## src/rtl/bp_fe_pkg.sv

```systemverilog
// bp_fe_pkg: shared frontend types for the return address stack.
//
// Contents:
//   - `BP_FE_RAS_CKPT_WIDTH(vaddr_width, ras_els) : checkpoint width in bits
//   - `DECLARE_BP_FE_RAS_CKPT_S(vaddr_width, ras_els) : declares the packed
//     checkpoint struct bp_fe_ras_ckpt_s so branch metadata can embed it
//   - bp_fe_ras_op_e / bp_fe_ras_decode : stack operation for one fetch
//
// Configuration macro: BP_FE_RAS_TOS_REPAIR_EN
//   When defined, the checkpoint also carries the top-of-stack address in its
//   most significant bits, above {count, tos_ptr}.
`ifndef BP_FE_PKG_SV
`define BP_FE_PKG_SV

`ifdef BP_FE_RAS_TOS_REPAIR_EN
`define BP_FE_RAS_CKPT_WIDTH(vaddr_width_mp, ras_els_mp) \
  ($clog2(ras_els_mp) + $clog2((ras_els_mp) + 1) + (vaddr_width_mp))
`define DECLARE_BP_FE_RAS_CKPT_S(vaddr_width_mp, ras_els_mp) \
  typedef struct packed { \
    logic [(vaddr_width_mp)-1:0]         tos_addr; \
    logic [$clog2((ras_els_mp)+1)-1:0]   count; \
    logic [$clog2(ras_els_mp)-1:0]       tos_ptr; \
  } bp_fe_ras_ckpt_s
`else
`define BP_FE_RAS_CKPT_WIDTH(vaddr_width_mp, ras_els_mp) \
  ($clog2(ras_els_mp) + $clog2((ras_els_mp) + 1))
`define DECLARE_BP_FE_RAS_CKPT_S(vaddr_width_mp, ras_els_mp) \
  typedef struct packed { \
    logic [$clog2((ras_els_mp)+1)-1:0]   count; \
    logic [$clog2(ras_els_mp)-1:0]       tos_ptr; \
  } bp_fe_ras_ckpt_s
`endif

package bp_fe_pkg;

  typedef enum logic [1:0] {
    e_ras_nop  = 2'd0,
    e_ras_push = 2'd1,
    e_ras_pop  = 2'd2,
    e_ras_swap = 2'd3   // call and return on the same instruction
  } bp_fe_ras_op_e;

  // Stack operation requested by the active lane of a consumed bundle.
  function automatic bp_fe_ras_op_e bp_fe_ras_decode(input logic fetch_v,
                                                     input logic lane_v,
                                                     input logic is_call,
                                                     input logic is_ret);
    bp_fe_ras_op_e op;
    op = e_ras_nop;
    if (fetch_v && lane_v) begin
      if (is_call && is_ret) op = e_ras_swap;
      else if (is_call)      op = e_ras_push;
      else                   op = e_ras_pop;
    end
    return op;
  endfunction

endpackage

`endif

```

## src/rtl/bp_fe_ras_lane_select.sv

```systemverilog
// bp_fe_ras_lane_select: picks the first control-flow lane of a fetch bundle.
//
// Ports:
//   lane_pc_i  per-lane PC, lane 0 in the LSBs
//   call_v_i   per-lane call flag
//   ret_v_i    per-lane return flag
//   v_o        some lane carries a call or return
//   lane_o     index of the lowest such lane
//   is_call_o  that lane is a call
//   is_ret_o   that lane is a return
//   pc_o       PC of that lane
module bp_fe_ras_lane_select #(
  parameter int fetch_width_p = 2,
  parameter int vaddr_width_p = 39,
  parameter int lane_w_p      = 1
) (
  input  logic [fetch_width_p*vaddr_width_p-1:0] lane_pc_i,
  input  logic [fetch_width_p-1:0]               call_v_i,
  input  logic [fetch_width_p-1:0]               ret_v_i,
  output logic                                   v_o,
  output logic [lane_w_p-1:0]                    lane_o,
  output logic                                   is_call_o,
  output logic                                   is_ret_o,
  output logic [vaddr_width_p-1:0]               pc_o
);

  // Scan from the top lane down so the lowest matching lane is the last
  // assignment and therefore wins.
  always_comb begin
    v_o       = 1'b0;
    lane_o    = '0;
    is_call_o = 1'b0;
    is_ret_o  = 1'b0;
    pc_o      = '0;
    for (int i = fetch_width_p - 1; i >= 0; i--) begin
      if (call_v_i[i] || ret_v_i[i]) begin
        v_o       = 1'b1;
        lane_o    = lane_w_p'(i);
        is_call_o = call_v_i[i];
        is_ret_o  = ret_v_i[i];
        pc_o      = lane_pc_i[i*vaddr_width_p +: vaddr_width_p];
      end
    end
  end

endmodule

```

## src/rtl/bp_fe_ras_stack.sv

```systemverilog
// bp_fe_ras_stack: circular return address stack for an N-wide frontend.
//
// Each consumed bundle updates the stack from its first call/return lane:
// push the return address on a call, pop on a return, overwrite the top on a
// call+return. A checkpoint of the pre-update state is exported every cycle so
// a backend redirect can restore the speculative stack.
//
// Ports:
//   clk_i, reset_i   clock, synchronous active-high reset
//   init_done_o      stack cleared and usable
//   fetch_v_i        bundle consumed this cycle
//   lane_pc_i        per-lane PC, lane 0 in the LSBs
//   call_v_i/ret_v_i per-lane call / return flags
//   tgt_o, tgt_v_o   top-of-stack target and stack-non-empty
//   ckpt_o           {count, tos_ptr} (TOS address above them when repair is on)
//   restore_v_i      restore from restore_ckpt_i; beats same-cycle push/pop
//
// Configuration macro: BP_FE_RAS_TOS_REPAIR_EN rewrites entry[restored ptr]
// with the checkpointed top-of-stack address on restore.
module bp_fe_ras_stack
  import bp_fe_pkg::*;
#(
  parameter int vaddr_width_p = 39,
  parameter int ras_els_p     = 8,
  parameter int fetch_width_p = 2,
  parameter int instr_bytes_p = 4
) (
  input  logic                                   clk_i,
  input  logic                                   reset_i,
  output logic                                   init_done_o,
  input  logic                                   fetch_v_i,
  input  logic [fetch_width_p*vaddr_width_p-1:0] lane_pc_i,
  input  logic [fetch_width_p-1:0]               call_v_i,
  input  logic [fetch_width_p-1:0]               ret_v_i,
  output logic [vaddr_width_p-1:0]               tgt_o,
  output logic                                   tgt_v_o,
  output logic [`BP_FE_RAS_CKPT_WIDTH(vaddr_width_p, ras_els_p)-1:0] ckpt_o,
  input  logic                                   restore_v_i,
  input  logic [`BP_FE_RAS_CKPT_WIDTH(vaddr_width_p, ras_els_p)-1:0] restore_ckpt_i
);

  localparam int ptr_w  = $clog2(ras_els_p);
  localparam int cnt_w  = $clog2(ras_els_p + 1);
  localparam int lane_w = (fetch_width_p > 1) ? $clog2(fetch_width_p) : 1;

  `DECLARE_BP_FE_RAS_CKPT_S(vaddr_width_p, ras_els_p);

  logic [vaddr_width_p-1:0] entry_q [ras_els_p];
  logic [vaddr_width_p-1:0] entry_d [ras_els_p];
  logic [ptr_w-1:0]         tos_ptr_q, tos_ptr_d;
  logic [cnt_w-1:0]         count_q, count_d;
  logic                     init_done_q, init_done_d;

  logic                     sel_v, sel_call, sel_ret;
  logic [lane_w-1:0]        sel_lane;
  logic [vaddr_width_p-1:0] sel_pc, ret_addr;
  logic [ptr_w-1:0]         push_ptr, pop_ptr;
  bp_fe_ras_op_e            op;
  bp_fe_ras_ckpt_s          ckpt, restore_ckpt;

  bp_fe_ras_lane_select #(
    .fetch_width_p(fetch_width_p),
    .vaddr_width_p(vaddr_width_p),
    .lane_w_p     (lane_w)
  ) lane_select (
    .lane_pc_i(lane_pc_i),
    .call_v_i (call_v_i),
    .ret_v_i  (ret_v_i),
    .v_o      (sel_v),
    .lane_o   (sel_lane),
    .is_call_o(sel_call),
    .is_ret_o (sel_ret),
    .pc_o     (sel_pc)
  );

  // The stack update only needs the selected lane's flags and PC; the index
  // itself is informational.
  logic unused_sel_lane;
  assign unused_sel_lane = ^sel_lane;

  assign ret_addr     = sel_pc + vaddr_width_p'(instr_bytes_p);
  // Power-of-two depth: pointer arithmetic wraps naturally.
  assign push_ptr     = tos_ptr_q + 1'b1;
  assign pop_ptr      = tos_ptr_q - 1'b1;
  assign op           = bp_fe_ras_decode(fetch_v_i, sel_v, sel_call, sel_ret);
  assign restore_ckpt = bp_fe_ras_ckpt_s'(restore_ckpt_i);

  always_comb begin
    entry_d     = entry_q;
    tos_ptr_d   = tos_ptr_q;
    count_d     = count_q;
    init_done_d = 1'b1;
    if (restore_v_i) begin
      tos_ptr_d = restore_ckpt.tos_ptr;
      count_d   = restore_ckpt.count;
`ifdef BP_FE_RAS_TOS_REPAIR_EN
      entry_d[restore_ckpt.tos_ptr] = restore_ckpt.tos_addr;
`endif
    end else begin
      case (op)
        e_ras_push: begin
          // Full stack: the oldest entry is overwritten and count saturates.
          entry_d[push_ptr] = ret_addr;
          tos_ptr_d         = push_ptr;
          if (count_q != cnt_w'(ras_els_p)) count_d = count_q + 1'b1;
        end
        e_ras_pop: begin
          // Underflow is silently ignored.
          if (count_q != '0) begin
            tos_ptr_d = pop_ptr;
            count_d   = count_q - 1'b1;
          end
        end
        e_ras_swap: begin
          entry_d[tos_ptr_q] = ret_addr;
          if (count_q == '0) count_d = cnt_w'(1);
        end
        default: ;
      endcase
    end
  end

  always_ff @(posedge clk_i) begin
    if (reset_i) begin
      for (int i = 0; i < ras_els_p; i++) entry_q[i] <= '0;
      tos_ptr_q   <= '0;
      count_q     <= '0;
      init_done_q <= 1'b0;
    end else begin
      entry_q     <= entry_d;
      tos_ptr_q   <= tos_ptr_d;
      count_q     <= count_d;
      init_done_q <= init_done_d;
    end
  end

  always_comb begin
    ckpt         = '0;
    ckpt.count   = count_q;
    ckpt.tos_ptr = tos_ptr_q;
`ifdef BP_FE_RAS_TOS_REPAIR_EN
    ckpt.tos_addr = entry_q[tos_ptr_q];
`endif
  end

  assign ckpt_o      = ckpt;
  assign tgt_o       = entry_q[tos_ptr_q];
  assign tgt_v_o     = (count_q != '0);
  assign init_done_o = init_done_q;

endmodule

```

## config.mk

```make
export PLATFORM = sky130hd
export DESIGN_NAME = bp_fe_ras_stack
export DESIGN_NICKNAME = d
export VERILOG_FILES = /design/src/rtl/bp_fe_pkg.sv /design/src/rtl/bp_fe_ras_lane_select.sv /design/src/rtl/bp_fe_ras_stack.sv
export SDC_FILE = /design/constraint.sdc
export NUM_CORES = 1
export LEC_CHECK = 0
export ABC_AREA = 1
export BUFFER_PORTS_ARGS = -buffer_cell sky130_fd_sc_hd__buf_2
export CAP_MARGIN = 20
export CORE_ASPECT_RATIO = 1.5
export CORE_UTILIZATION = 60
export CTS_BUF_LIST = sky130_fd_sc_hd__clkbuf_4 sky130_fd_sc_hd__clkbuf_8 sky130_fd_sc_hd__clkbuf_16
export DETAILED_ROUTE_END_ITERATION = 8
export PLACE_DENSITY = 0.89
export REMOVE_ABC_BUFFERS = 1
export SYNTH_ARGS = -nofsm -noshare
export SYNTH_HDL_FRONTEND = slang
export SYNTH_SLANG_ARGS = --single-unit
```

## constraint.sdc

```tcl
create_clock -name clk_i -period 3.3 [get_ports clk_i]
set_clock_uncertainty 0.2 [all_clocks]
set_input_delay 0.66 -clock clk_i [delete_from_list [all_inputs] [get_ports clk_i]]
set_output_delay 0.66 -clock clk_i [all_outputs]
set_load 0.02 [all_outputs]
```

[Yosys cells after proc, flatten, opt, wreduce, memory -nomap -nowiden]
Cells that the tools add are included.
Word-level totals
  register bits after elaboration: 320
  input port bits: 93
  output and inout bits: 48
  word-level logic and storage cells: 74
Operators by class
  $add $sub $neg: 5
  $lt $le $gt $ge: 4
  equal/unequal tests: 7
  multiplexer cells: 30
  bitwise operators: 3
  reductions and logical operators: 14
Operators by type and width (count)
  bitwise mux 312 bit: 2
  one-hot mux 312 bit (2 select lines): 1
  demux 39 bit (select 3 bit): 2
  two-way mux 39 bit: 6
  binary-select mux 39 bit (select 3 bit): 1
  adder 39 x 3 -> 39 bit, second input constant: 1
  two-way mux 4 bit: 4
  one-hot mux 4 bit (3 select lines): 1
  inequality test 3 bit, second input constant: 3
  greater-or-equal comparator 4 bit, second input constant: 2
  < comparator 4 x 1 -> 1 bit, second input constant: 2
  NOT 3 -> 4 bit: 2
  nonzero test 4 bit: 2
  two-way mux 1 bit: 7
  two-way mux 2 bit: 3
  two-way mux 3 bit: 2
  one-hot mux 3 bit (2 select lines): 1
  adder 4 x 1 -> 4 bit, second input constant: 1
  == test 2 bit, second input constant: 2
  logical AND 1 bit: 4
  logical NOT 4 bit: 1
  inequality test 4 bit, second input constant: 1
  AND reduction 2 bit: 2
  AND reduction 4 bit: 1
  8 further kinds: 9

[Logic depth before layout (Yosys ltp)]
Gate-level depths: netlist of run 1.
  word-level depth: 9
  mapped depth: 19

[Modules after synthesis]
Synthesis of run 1 repeated with hierarchy kept, for this count alone.
Second synthesis, totals
  cells, all modules: 2440
  area, all modules: 16025.4 um^2
Modules (own cells, without submodules)
  bp_fe_ras_stack: instances 1, cells an instance 2301, area each 15389.8 um^2
  bp_fe_ras_lane_select: instances 1, cells an instance 139, area each 635.6 um^2

[Least setup slack after synthesis of run 1]
OpenSTA, ideal clock, no wires.
  path type: in2reg
  from: input ret_v_i[0]
  to: register entry_q[145] (netlist bit)
  setup time: 121 ps
  arrival time: 2764 ps
  path slack: 214 ps
  stages: 17
  path buffers: 4
  path through: inv_2 -> nand2_4 -> o21ai_1 -> inv_1 -> o21ai_0 -> inv_1 -> ha_1 -> buf_2 -> inv_1 -> nand2_1 -> o31ai_1 -> nand2_1 -> buf_2 -> inv_1 -> buf_2 -> buf_2 -> a21oi_1
Between the ends
  longest elaborated chain between the ends: 8
  elaborated cells between the ends (all ways): 18
  classes of those cells: 1 x add/sub; 2 x eq/ne; 10 x mux; 5 x reduce/logical
Ends and longest elaborated chain
  start: declaration: line bp_fe_ras_stack.sv:34  | input logic [fetch_width_p-1:0] ret_v_i,
  parallel branches: the longest is 8 deep, another holds adder 39 x 3 -> 39 bit
  end signal: assignment: line bp_fe_ras_stack.sv:130  | entry_q <= entry_d;
  end: declaration: line bp_fe_ras_stack.sv:48  | logic [vaddr_width_p-1:0] entry_q [ras_els_p];
Several ways; the timed one is not identified.
A chain may end at the register's enable or synchronous reset.

[Worst setup path in the final report of run 1]
  from: register tos_ptr_q[0]
  to: output tgt_o[24]
Between the ends
  longest elaborated chain between the ends: 4
Ends and longest elaborated chain
  start: declaration: line bp_fe_ras_stack.sv:50  | logic [ptr_w-1:0] tos_ptr_q, tos_ptr_d;
  start signal: assignment: line bp_fe_ras_stack.sv:131  | tos_ptr_q <= tos_ptr_d;
  NOT 3 -> 4 bit (not written as such): line bp_fe_ras_stack.sv:147  | assign tgt_o = entry_q[tos_ptr_q];
  binary-select mux 39 bit (select 3 bit): line bp_fe_ras_stack.sv:147
  two-way mux 39 bit (not written as such) (2 in series): line bp_fe_ras_stack.sv:147
  end: declaration: line bp_fe_ras_stack.sv:35  | output logic [vaddr_width_p-1:0] tgt_o,
Every way passes these cells. The select of a mux whose other input is x is not followed.

==> impl_metrics.tcl, run 1 <==
set metrics [dict create \
    status "complete, no violations" \
    clock.fmax_mhz 307 \
    h-tree-depth 1 \
    numCtsBuffers 29 \
    drive_gt1_share_pct 17.5 \
    fillers 2021 \
    grt_pass1_wl_um 78900 \
    synth-edff-count 0 \
    io_buffers 140 \
    drc 0 \
    syn_inst 2259 \
    avgViaCountPerCell 6.05 \
    cts_tree "built" \
    end_kind "primary output" \
    cp.arrival_ns 2.39 \
    drv_slew 0 \
    timing.rr.start "tos_ptr_q[0]" \
    num_rows 72 \
    timing.hold.ws_ns 0.176 \
    grt_pass1_vias 15900 \
    synthArstFlopShare_pct 0 \
    grt_max_degree 138 \
    core-area_sq_um 25900 \
    synth_area_per_cell_sq_um 7.06 \
    worstSetupStartpointType "flop" \
    routed_wl_um 50000 \
    synth.distinct_cells 44 \
    min_path_type "primary input to flop" \
    vias 16400 \
    multi_input_area_sq_um 7930 \
    first_pass_iters 6 \
    ys.flop_type "dfxtp_1" \
    place_area_sq_um 17300 \
    final_area_sq_um 18300 \
    die_x_um 135 \
    power_w 0.00908 \
    critPathBufInv 5 \
    syn2layout_area_growth_pct 14.6 \
    dieArea_sq_um 27200 \
    diodes 0 \
    synth-seq-cells 320 \
    maxCapViolCount 0 \
    regArea_sq_um 6410 \
    powerDensity_nw_per_um2 497 \
    crit_top_cell "o21ai_0" \
    hold_viol_final 0 \
    ys_warn_count 0 \
    cp.required_ns 2.44 \
    crit_path_max_fanout 26 \
    ff2ff_setup_slack_ns 0.44 \
    initial_core_util_pct 61.4 \
    grt_antenna_before_repair 0 \
    critPathTopFamily "buffers and inverters" \
    p_leak_nw 8.25 \
    gp_congestion 0.937 \
    hpwl_um 32600 \
    rsz0062_at_grt "yes" \
    preCtsSetupSlack_ns 0.0884 \
    cts_sinks 320 \
    slowest_stage "dfxtp_4" \
    setup_slack_ns 0.0466 \
    grt_use_total_pct 36.4 \
    clockBufferDepth 3 \
    worstHoldStart "restore_ckpt_i[1]" \
    crit_path_max_incr_delay_ns 0.40 \
    setup_viol 0 \
    ant_nets 0 \
    min_period_ns 3.25 \
    startpoint "tos_ptr_q[0]" \
    first_iter_violations 1530 \
    ir_drop_mv 0.436 \
    crit_chain "inv_6, buf_6, buf_4, a21oi_1, o21ai_0, o21ai_0, inv_1, o2111ai_1, buf_2" \
    root_buffer "clkbuf_16" \
    clkLatencyLatePin_ns 0.55 \
    slew_headroom_pct 31.7 \
    fin_nets 2460 \
    io_pins 141 \
    wl_per_cell_um 18.5 \
    synth-seq-area-share_pct 40.2 \
    grt-ovfl-total 0 \
    path_clk_slew_ns 0.06 \
    fin_crit_sh_pct 98.6 \
    utilization_pct 70.4 \
    tightest_slew_ns 1.02 \
    synth.cell_area_sq_um 15900 \
    die_h_um 202 \
    path_class "flop to primary output" \
]
==> state kept, by name, summed over array words and instances, names as in the netlist <==
signal       flops
count_q          4
entry_q        312
init_done_o      1
tos_ptr_q        3
==> through the flow <==
stage / setup TNS, ns / cells
after floorplan: -643.10 / 2115
after global placement: 0 / 2658
after detailed placement: 0 / 2658
after global routing: -0.0358 / 2710
after CTS: 0 / 2708
final: 0 / 2710
==> final cells by class <==
| type | instances | share of cell area [%] |
|---|---|---|
| Multi-Input combinational cell | 1528 | 43.4 |
| Sequential cell | 320 | 35.1 |
| Timing Repair Buffer | 212 | 8.56 |
| Inverter | 267 | 5.53 |
| Clock buffer | 43 | 4.75 |
| Tap cell | 333 | 2.28 |
| Clock inverter | 7 | 0.342 |
==> worst paths after layout <==
| check | depth (start not counted) | end |
|---|---|---|
| max | 9 | tgt_o[24] |
| min | 3 | tos_ptr_q[1] |
| max reg2reg | 14 | entry_q[307] |
| min reg2reg | 2 | entry_q[274] |
==> layout by cell type (no fill, tap or decap), drive strengths merged, types with 2 or more instances in the layout <==
cell / count
o21ai: 380
a22o: 2
clkinv: 10
a21oi: 285
a221oi: 13
nand4: 8
o22ai: 15
nand3: 114
o211ai: 15
xor2: 9
nand2: 311
nand3b: 2
a31oi: 3
nor2: 310
a22oi: 27
o2111ai: 10
inv: 262
clkbuf: 43
dfxtp: 320
o31ai: 2
ha: 8
buf: 212
xnor2: 8
==> layer usage <==
metal | share of wire, % | GRT usage [%] | vias to the layer above
li1 | - | - | 7634
met1 | 36 | 41.3 | 7549
met2 | 48 | 62.1 | 974
met3 | 9.2 | 4.86 | 246
met4 | 6.9 | 26.4 | 0
met5 | 0 | 0 | -
==> timing repair <==
action	CTS	global route
resized for setup	7	7
hold buffers	0	0
setup buffers	0	2
endpoints found under the hold margin	0	0
endpoints found under the setup margin	19	19
==> tightest hold or removal path, stage by stage <==
cell and delay (ns):
buf_2 0.09, nand2_1 0.05, a31oi_1 0.07
==> cell usage after synthesis, types with 10 or more instances <==
cell type,n,share of area [%]
o21ai_0,355,11
dfxtp_1,320,40
nor2_1,288,6.8
nand2_1,257,6.1
a21oi_1,253,7.9
inv_1,251,5.9
nand3_1,107,3.4
clkbuf_1,105,2.5
nand2_2,47,1.8
a21oi_2,32,1.8
a22oi_1,27,1.3
o21ai_1,25,0.79
buf_2,22,0.69
o211ai_1,15,0.71
o22ai_1,15,0.59
a221oi_1,13,0.71
inv_2,11,0.26
o2111ai_1,10,0.55
==> power breakdown <==
part / leakage, nW / internal [W] / switching, W
registers: 2.59 / 0.00399 / 0.0000744
clock network: 0.471 / 0.00189 / 0.00145
logic: 5.19 / 0.000523 / 0.00115
==> cell families (layout without fill, tap and decap cells) <==
logic type / Yosys count / in the layout / share of synthesized area [%]
adders and majority gates: 9 / 9 / 0.754
DFF: 320 / 320 / 40.2
AOI/OAI and AO/OA: 756 / 756 / 26.0
and+or+nand+nor: 746 / 746 / 21.4
buffers and inverters: 411 / 529 / 10.2
xor gates and xnor gates: 17 / 17 / 1.38
Note: power is estimated with default switching activity, not from simulation.
==> run 2: changes to the inputs <==
--- a/config.mk
+++ b/config.mk
@@ -8,11 +8,13 @@
 export ABC_AREA = 1
 export BUFFER_PORTS_ARGS = -buffer_cell sky130_fd_sc_hd__buf_2
 export CAP_MARGIN = 20
+export CELL_PAD_IN_SITES_DETAIL_PLACEMENT = 0
+export CELL_PAD_IN_SITES_GLOBAL_PLACEMENT = 1
 export CORE_ASPECT_RATIO = 1.5
-export CORE_UTILIZATION = 60
+export CORE_UTILIZATION = 44
 export CTS_BUF_LIST = sky130_fd_sc_hd__clkbuf_4 sky130_fd_sc_hd__clkbuf_8 sky130_fd_sc_hd__clkbuf_16
 export DETAILED_ROUTE_END_ITERATION = 8
-export PLACE_DENSITY = 0.89
+export PLACE_DENSITY = 0.9
 export REMOVE_ABC_BUFFERS = 1
 export SYNTH_ARGS = -nofsm -noshare
 export SYNTH_HDL_FRONTEND = slang
==> impl_metrics.tcl, run 2 (same netlist as run 1, synthesis figures left out) <==
set metrics [dict create \
    setup_viol 0 \
    grt_max_degree 138 \
    cts_sinks 320 \
    endpoint "tgt_o[21]" \
    rsz0062_at_grt "yes" \
    path_class "flop to primary output" \
    drv_slew 0 \
    numCtsBuffers 31 \
    wl_per_cell_um 18.0 \
    ant_nets 0 \
    io_pins 141 \
    min_path_cells 3 \
    setup-tns-final_ns 0 \
    fin_nets 2476 \
    slew_headroom_pct 47.1 \
    powerDensity_nw_per_um2 499 \
    preCtsSetupSlack_ns 0.0719 \
    grt-ovfl-total 0 \
    timing.rr.start "tos_ptr_q[0]" \
    ir_drop_mv 0.367 \
    status "complete, no violations" \
    cts_tree "built" \
    avgViaCountPerCell 5.46 \
    die_h_um 235 \
    reg2reg_depth 11 \
    hpwl_um 34400 \
    drive_gt1_share_pct 18.1 \
    top_register "entry_q" \
    min_path_type "primary input to flop" \
    num_rows 85 \
    maxCapViolCount 0 \
    root_buffer "clkbuf_16" \
    fin_crit_sh_pct 97.7 \
    io_buffers 140 \
    hold_viol_final 0 \
    grt_pass1_wl_um 80700 \
    r2r-end "entry_q[283]" \
    path_clk_slew_ns 0.07 \
    setup_slack_ns 0.0775 \
    tightest_slew_ns 0.788 \
    cp.arrival_ns 2.36 \
    worstSetupStartpointType "flop" \
    first_iter_violations 1220 \
    die_x_um 157 \
    core-area_sq_um 35700 \
    clkLatencyLatePin_ns 0.58 \
    layout_common_cells "o21ai_0 (355), dfxtp_1 (319), nor2_1 (285)" \
    dieArea_sq_um 37000 \
    grt_antenna_before_repair 0 \
    min_period_ns 3.22 \
    grt_use_total_pct 28.0 \
    ff2ff_setup_slack_ns 0.74 \
    routed_wl_um 51600 \
    vias 15700 \
    h-tree-depth 1 \
    startpoint "tos_ptr_q[1]" \
    cp.required_ns 2.44 \
    p_leak_nw 8.34 \
    largest_reg_flops 312 \
    worstHoldStart "restore_ckpt_i[0]" \
    mostFrequentLayoutCell "o21ai_0" \
    gp_congestion 0.931 \
    first_pass_iters 8 \
    end_kind "primary output" \
    diodes 0 \
    grt_pass1_vias 14900 \
    drc 0 \
    initial_core_util_pct 44.6 \
    crit_path_max_fanout 20 \
    ctsHoldBuffers 0 \
    reg_top3 "entry_q: 312 flops, count_q: 4 flops, tos_ptr_q: 3 flops" \
    clock.fmax_mhz 310 \
    clockBufferDepth 3 \
    syn2layout_area_growth_pct 17.2 \
]
## run 2: changes by cell type in the layout (fill, tap and decap cells not counted), moves of 3 or more
cell and delta:
buf_4 +10, clkbuf_4 -5, clkinvlp_4 +5, buf_12 +3
## run 2: cell type report
class	instances	area (sq um)
multi-input cells	1528	7930
well taps	478	598
fillers	3572	17100
repair buffers	226	1710
clock inverters	15	145
flip-flops and latches	320	6410
clock buffers	40	868
inverters	267	1010
## run 2: how the worst min path moves through the flow
| stage | endpoint | slack [ns] |
|---|---|---|
| floorplan | entry_q[78] | 0.23 |
| global placement | entry_q[78] | 0.23 |
| detailed placement | entry_q[78] | 0.24 |
| CTS | tos_ptr_q[0] | 0.14 |
| global route | tos_ptr_q[0] | 0.16 |
| finish | tos_ptr_q[0] | 0.16 |
## run 2: through the flow
stage          area (sq um)  power (W)  hold WS (ns)  utilization, %  cells
2_1_floorplan         15300    0.00510         0.227               -   2115
3_3_place_gp          17600    0.00578         0.233            49.1   2814
3_5_place_dp          17600    0.00580         0.237            49.1   2814
4_1_cts               18600    0.00935         0.139            52.1   2873
5_1_grt               18700    0.00969         0.160            52.3   2874
6_report              18700    0.00933         0.156            52.3   2874
## run 2: power by group
part	leakage (nW)	switching [W]	internal, W
Combinational	5.26	0.00117	0.000538
Sequential	2.59	0.0000615	0.00399
Clock	0.495	0.00156	0.00201
Total	8.34	0.00279	0.00654
## run 2: routing by layer
layer  global-route usage, %  up-vias  wire [um]
li1                        -     7676          -
met1                    34.1     7330      20600
met2                    48.6      552      25400
met3                    2.50      146       2960
met4                    14.0        0       2700
met5                       0        -          0
## run 2: what timing repair did
action	4_1_cts	5_1_grt
buffers inserted	4	1
gates resized for setup	8	14
setup endpoints to repair	25	15
pin swaps	1	1
## run 2: worst max-delay path, cell delays in order (launching register included)
cell,delay [ns]
dfxtp_1,0.34
buf_4,0.16
inv_2,0.06
nor2_4,0.17
inv_1,0.10
buf_12,0.17
a21oi_1,0.11
o21ai_0,0.10
nand2_1,0.08
a21oi_1,0.05
o211ai_1,0.20
buf_2,0.25
